**src/rtl/nan_result_gen.sv**
```systemverilog
// nan_result_gen
//   Output-side companion to the FP8 NaN classifier. It takes an arithmetic
//   unit's operands, its nominal result and its invalid-operation indication,
//   and produces the final FP8 result. The block handles NaN propagation with
//   priority, sNaN quieting, default-NaN generation and the invalid flags.
//   It is built as a 2-stage valid/ready pipeline:
//     stage 1 registers the inputs together with their NaN class bits,
//     stage 2 registers the selected result and its flags.
//
//   NaN encodings (the FPU_PACK _NAN_0.._NAN_5 set):
//     quiet     : 8'h7E, 8'h7F, 8'hFF  (bit[QUIET_BIT] = 1)
//     signaling : 8'h7C, 8'h7D, 8'hFD  (bit[QUIET_BIT] = 0)
//   Setting QUIET_BIT on a signaling encoding yields its quiet partner.
//
// Ports
//   clk, rst        clock, asynchronous active-high reset
//   in_valid/ready  upstream handshake
//   op_a, op_b      FP8 operands
//   op_res          nominal arithmetic result
//   inv_op          the unit flags an invalid operation
//   out_valid/ready downstream handshake
//   fp8_out         resolved FP8 result
//   is_nan_out      fp8_out is a NaN
//   flag_invalid    this result raised invalid
//   sticky_invalid  OR of flag_invalid over accepted outputs since last clear
//   clr_sticky      clear sticky_invalid
module nan_result_gen #(
  parameter logic [7:0] DEFAULT_NAN = 8'h7F,
  parameter int         QUIET_BIT   = 1
) (
  input  logic       clk,
  input  logic       rst,
  input  logic       in_valid,
  output logic       in_ready,
  input  logic [7:0] op_a,
  input  logic [7:0] op_b,
  input  logic [7:0] op_res,
  input  logic       inv_op,
  output logic       out_valid,
  input  logic       out_ready,
  output logic [7:0] fp8_out,
  output logic       is_nan_out,
  output logic       flag_invalid,
  output logic       sticky_invalid,
  input  logic       clr_sticky
);

  localparam logic [7:0] NAN_0 = 8'h7C;
  localparam logic [7:0] NAN_1 = 8'h7D;
  localparam logic [7:0] NAN_2 = 8'h7E;
  localparam logic [7:0] NAN_3 = 8'h7F;
  localparam logic [7:0] NAN_4 = 8'hFD;
  localparam logic [7:0] NAN_5 = 8'hFF;

  // Only the six listed encodings are NaNs; any other pattern is passed
  // through as an ordinary number.
  function automatic logic is_nan(input logic [7:0] v);
    return (v == NAN_0) || (v == NAN_1) || (v == NAN_2) ||
           (v == NAN_3) || (v == NAN_4) || (v == NAN_5);
  endfunction

  function automatic logic [7:0] quieten(input logic [7:0] v);
    logic [7:0] r;
    r = v;
    r[QUIET_BIT] = 1'b1;
    return r;
  endfunction

  // Stage 1 state
  logic       s1_valid;
  logic [7:0] s1_a;
  logic [7:0] s1_b;
  logic [7:0] s1_res;
  logic       s1_inv;
  logic       s1_a_sn;
  logic       s1_b_sn;
  logic       s1_a_qn;
  logic       s1_b_qn;

  // Stage 2 loads whenever it is empty or its content leaves this cycle.
  // Stage 1 can then always move on, so in_ready follows out_ready
  // combinationally and a full pipeline streams without a bubble.
  logic s2_load;
  assign s2_load  = !out_valid || out_ready;
  assign in_ready = !s1_valid || s2_load;

  always_ff @(posedge clk or posedge rst) begin
    if (rst) begin
      s1_valid <= 1'b0;
      s1_a     <= '0;
      s1_b     <= '0;
      s1_res   <= '0;
      s1_inv   <= 1'b0;
      s1_a_sn  <= 1'b0;
      s1_b_sn  <= 1'b0;
      s1_a_qn  <= 1'b0;
      s1_b_qn  <= 1'b0;
    end else if (in_ready) begin
      s1_valid <= in_valid;
      if (in_valid) begin
        s1_a    <= op_a;
        s1_b    <= op_b;
        s1_res  <= op_res;
        s1_inv  <= inv_op;
        s1_a_sn <= is_nan(op_a) && !op_a[QUIET_BIT];
        s1_b_sn <= is_nan(op_b) && !op_b[QUIET_BIT];
        s1_a_qn <= is_nan(op_a) &&  op_a[QUIET_BIT];
        s1_b_qn <= is_nan(op_b) &&  op_b[QUIET_BIT];
      end
    end
  end

  // Result selection: signaling NaNs beat quiet NaNs, operand A beats B,
  // and a quiet NaN operand beats the default NaN of an invalid operation.
  logic [7:0] sel_res;
  logic       sel_nan;
  logic       sel_flag;

  always_comb begin
    sel_res  = s1_res;
    sel_nan  = is_nan(s1_res);
    sel_flag = 1'b0;
    if (s1_a_sn) begin
      sel_res  = quieten(s1_a);
      sel_nan  = 1'b1;
      sel_flag = 1'b1;
    end else if (s1_b_sn) begin
      sel_res  = quieten(s1_b);
      sel_nan  = 1'b1;
      sel_flag = 1'b1;
    end else if (s1_a_qn) begin
      sel_res  = s1_a;
      sel_nan  = 1'b1;
      sel_flag = s1_inv;
    end else if (s1_b_qn) begin
      sel_res  = s1_b;
      sel_nan  = 1'b1;
      sel_flag = s1_inv;
    end else if (s1_inv) begin
      sel_res  = DEFAULT_NAN;
      sel_nan  = 1'b1;
      sel_flag = 1'b1;
    end
  end

  // Stage 2: outputs only change when the stage loads, so they stay put
  // while downstream stalls.
  always_ff @(posedge clk or posedge rst) begin
    if (rst) begin
      out_valid    <= 1'b0;
      fp8_out      <= '0;
      is_nan_out   <= 1'b0;
      flag_invalid <= 1'b0;
    end else if (s2_load) begin
      out_valid <= s1_valid;
      if (s1_valid) begin
        fp8_out      <= sel_res;
        is_nan_out   <= sel_nan;
        flag_invalid <= sel_flag;
      end
    end
  end

  // Sticky flag: only a completed output handshake can set it; a set in
  // the same cycle as a clear takes precedence.
  always_ff @(posedge clk or posedge rst) begin
    if (rst) begin
      sticky_invalid <= 1'b0;
    end else if (out_valid && out_ready && flag_invalid) begin
      sticky_invalid <= 1'b1;
    end else if (clr_sticky) begin
      sticky_invalid <= 1'b0;
    end
  end

endmodule

```
**config.mk**
```make
export PLATFORM = sky130hd
export DESIGN_NAME = nan_result_gen
export DESIGN_NICKNAME = d
export VERILOG_FILES = /design/src/rtl/nan_result_gen.sv
export SDC_FILE = /design/constraint.sdc
export NUM_CORES = 1
export LEC_CHECK = 0
export ABC_CLOCK_PERIOD_IN_PS = 1300
export BUFFER_PORTS_ARGS = -buffer_cell sky130_fd_sc_hd__buf_2
export CORE_AREA = 2 2 74 76
export DETAILED_ROUTE_END_ITERATION = 7
export DIE_AREA = 0 0 76 78
export HOLD_SLACK_MARGIN = 0.06
export SLEW_MARGIN = 0
export SYNTH_ARGS = -nofsm -noshare
export SYNTH_HDL_FRONTEND = slang
export SYNTH_SLANG_ARGS = --single-unit
```
**constraint.sdc**
```tcl
create_clock -name clk -period 1.3 [get_ports clk]
set_clock_uncertainty 0.15 [all_clocks]
set_input_delay 0.26 -clock clk [delete_from_list [all_inputs] [get_ports clk]]
set_output_delay 0.26 -clock clk [all_outputs]
set_load 0.005 [all_outputs]
```
==> run_results.csv <==
group,metric,value,unit
outcome,outcome,"complete, but fails checks",
outcome,violations,"setup timing",
global_routing,globalRouteOverflowTotal,0,
routing,antenna_left,0,
die,fp.dieH,78,µm
synthesis,netlist_instances,172,
timing,setup_viol,38,
global_routing,grt_pass1_vias,1577,
min_path,min_path_type,"in2reg",
clock_tree,cts-buffers-inserted,5,
routing,avgRoutedWirePerCell,15.34,µm
synthesis,synth_cell_type_count,29,
routing,drt_pre_antenna_iters,4,
global_routing,grt_start_max_net_pins,43,
final_layout,final_cell_count_no_fill,337,
routing,drt_iter0_drc,59,
final_layout,num_antenna_cells,0,
timing,drv_slew,0,
final_layout,nets,296,
timing,slew_headroom,79.30,%
critical_path,cp_slowest_cell,"dfrtp_1",
critical_path,cp_data_arrival_time,1.09,ns
placed_design,place_congestion,0.7901,
final_layout,final_cell_mix,"dfrtp_1, buf_2, dlygate4sd3_1",
global_routing,grt_pass1_wl,7707,µm
clock_tree,clk_pin_slew,0.07,ns
critical_path,path_cells,"buf_4, buf_6, buf_6",
clock_tree,h-tree-depth,2,
clock_tree,cts_tree,"built",
global_routing,grt_use_total,16.80,%
clock_tree,clk_path_buf_depth,2,
timing,whs,0.06839,ns
die,die-area,0.005928,mm²
synthesis,synth_seq_cells,42,
routing,drc_errors,0,
timing,hold_violations,0,
die,rows,26,
timing,fin_crit_sh,115.1,%
routing,vias_per_cell,4.920,
die,start_util,38.26,%
clock_tree,cts_root_buf,"clkbuf_8",
synthesis,syn_avg_cell_area,11.22,µm²
final_layout,drive_gt1_share,46.82,%
routing,drt_wl_total,5168,µm
timing,period_needed,1.497,ns
critical_path,path_class,"reg2out",
critical_path,end_kind,"output port",
critical_path,cpMostUsedCell,"buf_6",
die,die_w,76,µm
critical_path,start_kind,"register",
clock_tree,clock-sinks,42,
critical_path,max_stage_delay,0.43,ns
critical_path,required,0.89,ns
placed_design,dp_cells,296,
run,cap_violations,0,
synthesis,synth_area,0.001929,mm²
routing,vias,1658,
final_layout,layout.cells.most_common,"dfrtp_1",
pwr,leakage,1.426,nW
global_routing,antenna_found_initial,0,
pwr,power_per_cell_area,1136,mW/mm²
clock_tree,insertion_delay,0.30,ns
synthesis,synth_warnings,0,
pwr,ir_worst_vdd,698.2,µV
synthesis,ys_seq_area_share,54.47,%
timing,rsz0062_at_grt,"true",
timing,fmax,668.1,MHz
placed_design,hpwl,3276,µm
synthesis,syn_nets,202,
die,core_area,0.005042,mm²
timing,worstMarginPinSlew,0.3106,ns
final_layout,syn_to_final_growth,61.02,%
timing,fin_ws,-0.1967,ns
die,pin_count,43,
critical_path,cp_max_fo,3,
placed_design,portBuffers,42,
==> repair_timing <==
action | in CTS | in global routing
pin swaps | 9 | 9
cloned | 0 | 3
resized for setup | 24 | 23
endpoints found under the hold margin | 65 | 0
setup endpoints to repair | 37 | 40
setup buffers | 3 | 4
hold buffers | 24 | 0
==> synth_stat cells <==
library cell / instances / share of area (%)
buf_6: 2 / 1.2
nand2b_1: 4 / 1.3
a31oi_1: 7 / 2.3
a22oi_1: 6 / 2.3
buf_2: 4 / 1.0
nand2_2: 1 / 0.32
a2111oi_0: 1 / 0.45
nand2_1: 6 / 1.2
and3_1: 3 / 0.97
inv_1: 9 / 1.8
mux2_2: 23 / 13
or3_1: 1 / 0.32
dfrtp_1: 42 / 54
o221ai_1: 1 / 0.45
o2111ai_1: 3 / 1.4
buf_4: 1 / 0.39
and2_1: 1 / 0.32
o211ai_1: 5 / 1.9
nand3_1: 2 / 0.52
nor2_1: 17 / 3.3
a22o_1: 2 / 0.91
nor3_1: 3 / 0.78
o31ai_1: 4 / 1.6
a21oi_1: 9 / 2.3
nand3b_4: 1 / 1.0
clkbuf_1: 2 / 0.39
o21ai_0: 5 / 1.3
nor2b_1: 6 / 1.9
a41oi_1: 1 / 0.45
==> final timing paths <==
kind / start / endpoint / slack, ns / cells after the start
max: out_valid / out_valid / -0.20 / 3
min: op_a[4] / s1_a[4] / 0.07 / 2
max in group asynchronous: rst / s1_b_qn / 0.39 / 4
min reg2reg: s1_b[1] / s1_b[1] / 0.37 / 1
max reg2reg: s1_b_qn / fp8_out[2] / -0.17 / 4
min in group asynchronous: rst / s1_a[2] / 0.40 / 4
==> critical path, delay by kind of cell (launching register included) <==
kind / cells / cell delay, ns
buffers and inverters: 3 / 0.37
flip-flops: 1 / 0.43
==> kinds of logic (layout without fill, tap and decap cells) <==
logic type,count (synthesis),count (layout),share of synthesized area [%]
buf+inv,18,113,4.734
compound gates,44,44,15.37
simple gates,45,45,12.00
mux,23,23,13.42
flops,42,42,54.47
==> area by class of cell <==
| class | instances | area, µm² |
|---|---|---|
| Fill cell | 414 | 1936 |
| Sequential cell | 42 | 1051 |
| Multi-Input combinational cell | 112 | 1010 |
| Timing Repair Buffer | 96 | 810.8 |
| Clock buffer | 8 | 110.1 |
| Tap cell | 70 | 87.58 |
| Inverter | 9 | 37.54 |
==> stage by stage <==
| step | instance area (µm²) | setup slack, ns | TNS, ns | util (%) | total power, mW |
|---|---|---|---|---|---|
| after floorplan | 2011 | -0.1048 | -1.862 | - | 2.040 |
| after detailed placement | 2450 | -0.2769 | -4.455 | 48.59 | 2.352 |
| after global routing | 3107 | -0.2438 | -5.048 | 61.61 | 3.713 |
| after CTS | 2910 | -0.1810 | -3.222 | 57.72 | 3.451 |
| final | 3107 | -0.1967 | -3.774 | 61.61 | 3.530 |
| after global placement | 2450 | -0.2517 | -4.245 | 48.59 | 2.338 |
==> registers in the layout, summed over array words and instances, names as in the netlist <==
name / count
is_nan_out: 1
flag_invalid: 1
s1_a: 8
fp8_out: 8
out_valid: 1
s1_res: 8
s1_b: 8
s1_b_sn: 1
s1_a_sn: 1
s1_b_qn: 1
s1_valid: 1
sticky_invalid: 1
s1_inv: 1
s1_a_qn: 1
==> where the power goes <==
group | internal (mW) | switching (mW)
clock | 0.536 | 0.443
sequential | 1.50 | 0.159
combinational | 0.545 | 0.347
total | 2.58 | 0.948
==> layer usage <==
layer | up-vias | GRT usage [%] | share of wire [%]
met5 | - | 0 | 0
met4 | 0 | 6.545 | 1.4
met3 | 7 | 3.953 | 4.0
met2 | 40 | 26.52 | 49
met1 | 802 | 22.50 | 46
li1 | 809 | - | -
Power figures use the tool's default switching activity.
